==> src/rtl/ex_issue_pkg.sv <==
// +------------------------------------------------------------------+
// | ex_issue_pkg : ALU opcodes, issue state encoding, entry type      |
// | rev 1.0                                                          |
// +------------------------------------------------------------------+
`default_nettype none

package ex_issue_pkg;

  localparam logic [2:0] C_ALU_ADD  = 3'd0;
  localparam logic [2:0] C_ALU_SLL  = 3'd1;
  localparam logic [2:0] C_ALU_SLT  = 3'd2;
  localparam logic [2:0] C_ALU_SLTU = 3'd3;
  localparam logic [2:0] C_ALU_XOR  = 3'd4;
  localparam logic [2:0] C_ALU_SRL  = 3'd5;
  localparam logic [2:0] C_ALU_OR   = 3'd6;
  localparam logic [2:0] C_ALU_AND  = 3'd7;

  typedef enum logic [1:0] {
    ST_EMPTY = 2'd0,
    ST_ONE   = 2'd1,
    ST_FULL  = 2'd2
  } issue_state_t;

  typedef struct packed {
    logic [31:0] in1;
    logic [31:0] in2;
    logic [31:0] rs2;
    logic [31:0] pc;
    logic [4:0]  rd;
    logic [2:0]  op;
    logic        neg;
    logic        sra;
    logic        wb_en;
  } issue_entry_t;

  localparam issue_entry_t C_ENTRY_RESET = '{
    in1: 32'd0, in2: 32'd0, rs2: 32'd0, pc: 32'd0,
    rd: 5'd0, op: C_ALU_ADD, neg: 1'b0, sra: 1'b0, wb_en: 1'b0
  };

endpackage

`default_nettype wire

==> src/rtl/ex_issue_fwd_sel.sv <==
// +------------------------------------------------------------------+
// | fwd_sel : picks MEM, then WB, then register value for one operand |
// | rev 1.0                                                          |
// +------------------------------------------------------------------+
`default_nettype none

module fwd_sel (
  input  logic [4:0]  idx,
  input  logic [31:0] reg_val,
  input  logic        mem_en,
  input  logic [4:0]  mem_rd,
  input  logic [31:0] mem_val,
  input  logic        wb_en,
  input  logic [4:0]  wb_rd,
  input  logic [31:0] wb_val,
  output logic [31:0] val
);

  logic w_nonzero;
  logic w_mem_hit;
  logic w_wb_hit;

  // x0 is hard-wired zero and must never pick up a forwarded value
  assign w_nonzero = (idx != 5'd0);
  assign w_mem_hit = w_nonzero && mem_en && (mem_rd == idx);
  assign w_wb_hit  = w_nonzero && wb_en && (wb_rd == idx);

  assign val = w_mem_hit ? mem_val :
               w_wb_hit  ? wb_val  : reg_val;

endmodule

`default_nettype wire

==> src/rtl/ex_issue.sv <==
// +------------------------------------------------------------------+
// | ex_issue : 2-entry skid buffer resolving operands for the ALU     |
// | rev 1.0                                                          |
// +------------------------------------------------------------------+
`default_nettype none

module ex_issue
  import ex_issue_pkg::*;
(
  input  logic        clk,
  input  logic        rst,
  input  logic        in_valid,
  output logic        in_ready,
  input  logic [31:0] in_pc,
  input  logic [4:0]  in_rs1_idx,
  input  logic [4:0]  in_rs2_idx,
  input  logic [4:0]  in_rd_idx,
  input  logic [31:0] in_rs1_val,
  input  logic [31:0] in_rs2_val,
  input  logic [31:0] in_imm,
  input  logic        in_use_pc,
  input  logic        in_use_imm,
  input  logic [2:0]  in_alu_op,
  input  logic        in_neg,
  input  logic        in_sra,
  input  logic        in_wb_en,
  input  logic        fwd_mem_en,
  input  logic [4:0]  fwd_mem_rd,
  input  logic [31:0] fwd_mem_val,
  input  logic        fwd_wb_en,
  input  logic [4:0]  fwd_wb_rd,
  input  logic [31:0] fwd_wb_val,
  input  logic        flush,
  output logic        out_valid,
  input  logic        out_ready,
  output logic [31:0] alu_in1,
  output logic [31:0] alu_in2,
  output logic [2:0]  alu_op,
  output logic        alu_neg,
  output logic        alu_sra,
  output logic [31:0] out_rs2_val,
  output logic [31:0] out_pc,
  output logic [4:0]  out_rd,
  output logic        out_wb_en
);

  issue_state_t r_state;
  issue_entry_t r_main;
  issue_entry_t r_skid;
  issue_entry_t w_new;
  logic         r_out_valid;
  logic         r_in_ready;
  logic [31:0]  w_rs1;
  logic [31:0]  w_rs2;
  logic         w_accept;
  logic         w_emit;

  fwd_sel u_fwd_rs1 (
    .idx(in_rs1_idx), .reg_val(in_rs1_val),
    .mem_en(fwd_mem_en), .mem_rd(fwd_mem_rd), .mem_val(fwd_mem_val),
    .wb_en(fwd_wb_en), .wb_rd(fwd_wb_rd), .wb_val(fwd_wb_val),
    .val(w_rs1)
  );

  fwd_sel u_fwd_rs2 (
    .idx(in_rs2_idx), .reg_val(in_rs2_val),
    .mem_en(fwd_mem_en), .mem_rd(fwd_mem_rd), .mem_val(fwd_mem_val),
    .wb_en(fwd_wb_en), .wb_rd(fwd_wb_rd), .wb_val(fwd_wb_val),
    .val(w_rs2)
  );

  assign w_accept = in_valid && r_in_ready;
  assign w_emit   = r_out_valid && out_ready;

  always_comb begin
    w_new       = C_ENTRY_RESET;
    w_new.in1   = in_use_pc ? in_pc : w_rs1;
    w_new.in2   = in_use_imm ? in_imm : w_rs2;
    w_new.rs2   = w_rs2;
    w_new.pc    = in_pc;
    w_new.rd    = in_rd_idx;
    w_new.op    = in_alu_op;
    w_new.neg   = in_neg;
    w_new.sra   = in_sra;
    w_new.wb_en = in_wb_en;
  end

  // Clearing main.wb_en on every entry to EMPTY keeps out_wb_en low when idle
  always_ff @(posedge clk) begin
    if (rst) begin
      r_state     <= ST_EMPTY;
      r_out_valid <= 1'b0;
      r_in_ready  <= 1'b1;
      r_main      <= C_ENTRY_RESET;
      r_skid      <= C_ENTRY_RESET;
    end else if (flush) begin
      r_state      <= ST_EMPTY;
      r_out_valid  <= 1'b0;
      r_in_ready   <= 1'b1;
      r_main.wb_en <= 1'b0;
    end else begin
      case (r_state)
        ST_EMPTY: begin
          if (w_accept) begin
            r_main      <= w_new;
            r_state     <= ST_ONE;
            r_out_valid <= 1'b1;
            r_in_ready  <= 1'b1;
          end
        end
        ST_ONE: begin
          if (w_accept && w_emit) begin
            r_main <= w_new;
          end else if (w_accept) begin
            r_skid      <= w_new;
            r_state     <= ST_FULL;
            r_out_valid <= 1'b1;
            r_in_ready  <= 1'b0;
          end else if (w_emit) begin
            r_state      <= ST_EMPTY;
            r_out_valid  <= 1'b0;
            r_in_ready   <= 1'b1;
            r_main.wb_en <= 1'b0;
          end
        end
        ST_FULL: begin
          if (w_emit) begin
            r_main      <= r_skid;
            r_state     <= ST_ONE;
            r_out_valid <= 1'b1;
            r_in_ready  <= 1'b1;
          end
        end
        default: begin
          r_state      <= ST_EMPTY;
          r_out_valid  <= 1'b0;
          r_in_ready   <= 1'b1;
          r_main.wb_en <= 1'b0;
        end
      endcase
    end
  end

  assign out_valid   = r_out_valid;
  assign in_ready    = r_in_ready;
  assign alu_in1     = r_main.in1;
  assign alu_in2     = r_main.in2;
  assign alu_op      = r_main.op;
  assign alu_neg     = r_main.neg;
  assign alu_sra     = r_main.sra;
  assign out_rs2_val = r_main.rs2;
  assign out_pc      = r_main.pc;
  assign out_rd      = r_main.rd;
  assign out_wb_en   = r_main.wb_en;

endmodule

`default_nettype wire

==> config.mk <==
export PLATFORM = sky130hd
export DESIGN_NAME = ex_issue
export DESIGN_NICKNAME = d
export VERILOG_FILES = /design/src/rtl/ex_issue_pkg.sv /design/src/rtl/ex_issue_fwd_sel.sv /design/src/rtl/ex_issue.sv
export SDC_FILE = /design/constraint.sdc
export NUM_CORES = 1
export LEC_CHECK = 0
export BUFFER_PORTS_ARGS = -buffer_cell sky130_fd_sc_hd__buf_2
export CORE_MARGIN = 3
export CORE_UTILIZATION = 54
export DETAILED_ROUTE_END_ITERATION = 8
export PLACE_DENSITY = 0.82
export SKIP_CTS_REPAIR_TIMING = 1
export SYNTH_ARGS = -nofsm -noshare
export SYNTH_HDL_FRONTEND = slang
export SYNTH_SLANG_ARGS = --single-unit
==> constraint.sdc <==
create_clock -name clk -period 2.7 [get_ports clk]
set_clock_uncertainty 0.15 [all_clocks]
set_input_delay 0.27 -clock clk [delete_from_list [all_inputs] [get_ports clk]]
set_output_delay 0.27 -clock clk [all_outputs]
set_load 0.03 [all_outputs]
==> impl_metrics.py <==
metrics = {
    "placement": {
        "dp_hpwl_um": 35800,
        "gp_congestion": 0.976,
        "portBuffers": 372,
        "postPlaceCellArea_um2": 16800,
    },
    "clock_tree": {
        "cts.sinks": 282,
        "cts_inserted_buffers": 30,
        "tritoncts": "yes",
        "worstSkewPairLatency_ns": 0.55,
        "cts_htree_levels": 1,
        "root_buffer": "clkbuf_16",
        "clk_pin_slew_ns": 0.06,
        "clockBufferDepth": 3,
    },
    "job": {
        "cap_violations": 0,
    },
    "yosys": {
        "synthSimpleGateAreaFrac": 0.205,
        "synth_top_family_by_area": "compound AO/OA/AOI/OAI gates",
        "synth_cell_types": 54,
        "synth-xor-area-share": 0.0119,
        "ys_warn_count": 0,
        "synth_compound_area_frac": 0.311,
        "synth_ff_type": "dfxtp_1",
        "ys_async_sr_fraction": 0,
        "syn_inst": 1765,
        "avgSynthCellArea_um2": 8.32,
        "synth_fa_ha_area_frac": 0.00341,
        "yosysSeqAreaShare": 0.384,
        "synth_seq_cells": 282,
        "synth_mux_area_frac": 0.0300,
        "synth_edf_count": 0,
        "synth_fp_nets": 2001,
        "netlist_area_um2": 14700,
    },
    "die": {
        "die_height_um": 171,
        "boundaryPins": 373,
        "coreArea_um2": 26400,
        "die_x_um": 171,
        "fp-row-count": 59,
        "start_util": 0.556,
        "die_area_um2": 29200,
    },
    "grt": {
        "grt_start_max_net_pins": 149,
        "track_usage": 0.342,
        "antenna_found_initial": 13,
        "grt_pass1_wl_um": 80300,
        "grt_pass1_vias": 14200,
        "grt.overflow.total": 0,
    },
    "power_and_ir_drop": {
        "ir_drop_mv": 0.455,
        "comb_power_share": 0.197,
        "p_switching_uw": 3250,
        "p_sw_frac": 0.295,
        "pwr-share-clk": 0.395,
        "leakagePower_uw": 0.00749,
        "power_density_nw_per_um2": 577,
        "p_int_uw": 7780,
        "p_seq_frac": 0.408,
    },
    "worst_hold_path": {
        "hold_start": "in_rs1_val[24]",
        "hold_path_class": "in -> reg",
    },
    "setup_path": {
        "critPathMaxFanout": 37,
        "critPathLaunch": "r_state[0]$_SDFFE_PP0P_",
        "reg2reg_from": "r_state[0]$_SDFFE_PP0P_",
        "critPathLaunchType": "register",
        "crit_path_end_kind": "register",
        "arrival_ns": 3.01,
        "critPathKind": "reg -> reg",
        "worstPathRequired_ns": 3.00,
        "rrSetupSlack_ns": -0.02,
    },
    "sta": {
        "fin_hold_ws_ns": -0.0153,
        "slew_headroom": 0.362,
        "setup_violations": 2,
        "timing.fmax_mhz": 368,
        "post-route-min-period_ns": 2.72,
        "fin_ws_ns": -0.0182,
        "tightest_slew_ns": 0.957,
        "hold_viol_final": 6,
        "setup_tns_ns": -0.0222,
        "maxSlewViolCount": 0,
        "period_share": 1.01,
    },
    "layout": {
        "syn2layout_area_growth_pct": 30.0,
        "finish.utilization": 0.723,
        "final_cell_area_um2": 19100,
        "drive_above_1_share": 0.229,
        "final_common_cell": "buf_2",
        "fillers": 2010,
        "final_nets": 2385,
        "layout_common_cells": "buf_2 (371), dfxtp_1 (282), nand2_1 (220)",
    },
    "route": {
        "wl_per_cell_um": 23.1,
        "drc": 0,
        "vias": 16800,
        "firstDrtPassIters": 7,
        "postRouteAntennaNets": 0,
        "wl_um": 58200,
        "drt_first_iter_violations": 2511,
        "via_per_inst": 6.66,
    },
    "run_status": {
        "violations": "negative hold slack, negative setup slack",
        "status": "finished with violations",
    },
}
Yosys cell counts (4+ instances only):
cell type / count / area [um2]
a211oi_1: 106 / 796
a21boi_0: 5 / 37.5
a21boi_1: 28 / 210
a21oi_1: 110 / 551
a22o_1: 32 / 280
a311oi_1: 64 / 561
and3_1: 32 / 200
buf_1: 10 / 37.5
buf_2: 39 / 195
buf_4: 5 / 37.5
clkbuf_1: 124 / 465
clkbuf_2: 4 / 20.0
dfxtp_1: 282 / 5650
ha_1: 4 / 50.1
inv_1: 7 / 26.3
mux2i_1: 44 / 440
nand2_1: 220 / 826
nand3_1: 66 / 330
nand3b_1: 32 / 240
nand4b_1: 32 / 280
nor2_1: 142 / 533
nor2b_1: 33 / 206
o211a_1: 34 / 340
o21ai_0: 97 / 485
o221a_1: 30 / 338
o311ai_0: 41 / 359
o311ai_1: 55 / 482
or3_1: 34 / 213
xnor2_1: 10 / 87.6
xor2_1: 10 / 87.6
worst paths after layout:
| path | to | depth (start not counted) |
|---|---|---|
| max reg2reg | out_pc[11]$_SDFFE_PP0P_ | 7 |
| min reg2reg | r_skid[29]$_SDFFE_PP0P_ | 2 |
| max | out_pc[11]$_SDFFE_PP0P_ | 7 |
| min | alu_in1[24]$_SDFFE_PP0P_ | 4 |
metrics by stage:
step / power (uW) / instances / setup WS (ns)
after floorplan: 5760 / 1765 / 0.264
after global routing: 11300 / 2516 / -0.123
after detailed placement: 6510 / 2332 / 0.0431
final: 11000 / 2523 / -0.0182
after CTS: 10800 / 2386 / 0.00525
after global placement: 6470 / 2332 / 0.109
sequential cells by signal, summed over array words and instances (netlist names):
signal       cells
alu_sra          1
in_ready         1
alu_in2         32
alu_op           3
r_skid         139
out_rs2_val     32
r_state          2
out_wb_en        1
out_rd           5
out_valid        1
alu_in1         32
out_pc          32
alu_neg          1
critical path, cell delays in order, from the launching register on:
cell and delay [ns]:
dfxtp_1 0.39, inv_1 0.11, ha_1 0.29, a2bb2oi_2 0.25, nor4_4 0.48, buf_6 0.47
nor2_1 0.13, a211oi_1 0.32
per-layer routing:
layer	share of wire	vias up	GRT usage
met2	0.44	1242	0.492
met3	0.12	217	0.0705
met5	0.00048	-	0
li1	-	7455	-
met1	0.40	7873	0.503
met4	0.042	6	0.128
layout make-up:
class | instances | area (um2) | share of cell area
sequential | 282 | 5650 | 0.296
timing repair buffer | 533 | 3580 | 0.188
clock inverter | 9 | 123 | 0.00642
inverter | 7 | 26.3 | 0.00138
multi-input combinational | 1295 | 8340 | 0.437
clock buffer | 45 | 918 | 0.0481
tap | 335 | 419 | 0.0219
antenna | 17 | 42.5 | 0.00223
cells by family after synthesis:
| logic type | after synthesis |
|---|---|
| compound gates | 616 |
| flops | 282 |
| xor+xnor | 20 |
| fa+ha+maj | 4 |
| simple gates | 609 |
| buf+inv | 190 |
| mux | 44 |
power by group through the flow:
| stage | Combinational [uW] | Sequential (uW) | Clock (uW) |
|---|---|---|---|
| after global routing | 2300 | 4510 | 4520 |
| after detailed placement | 1930 | 4580 | 0 |
| after floorplan | 861 | 4900 | 0 |
| after global placement | 1900 | 4570 | 0 |
| after CTS | 1940 | 4490 | 4370 |
| final | 2170 | 4500 | 4350 |
(Power assumes the default switching activity.)
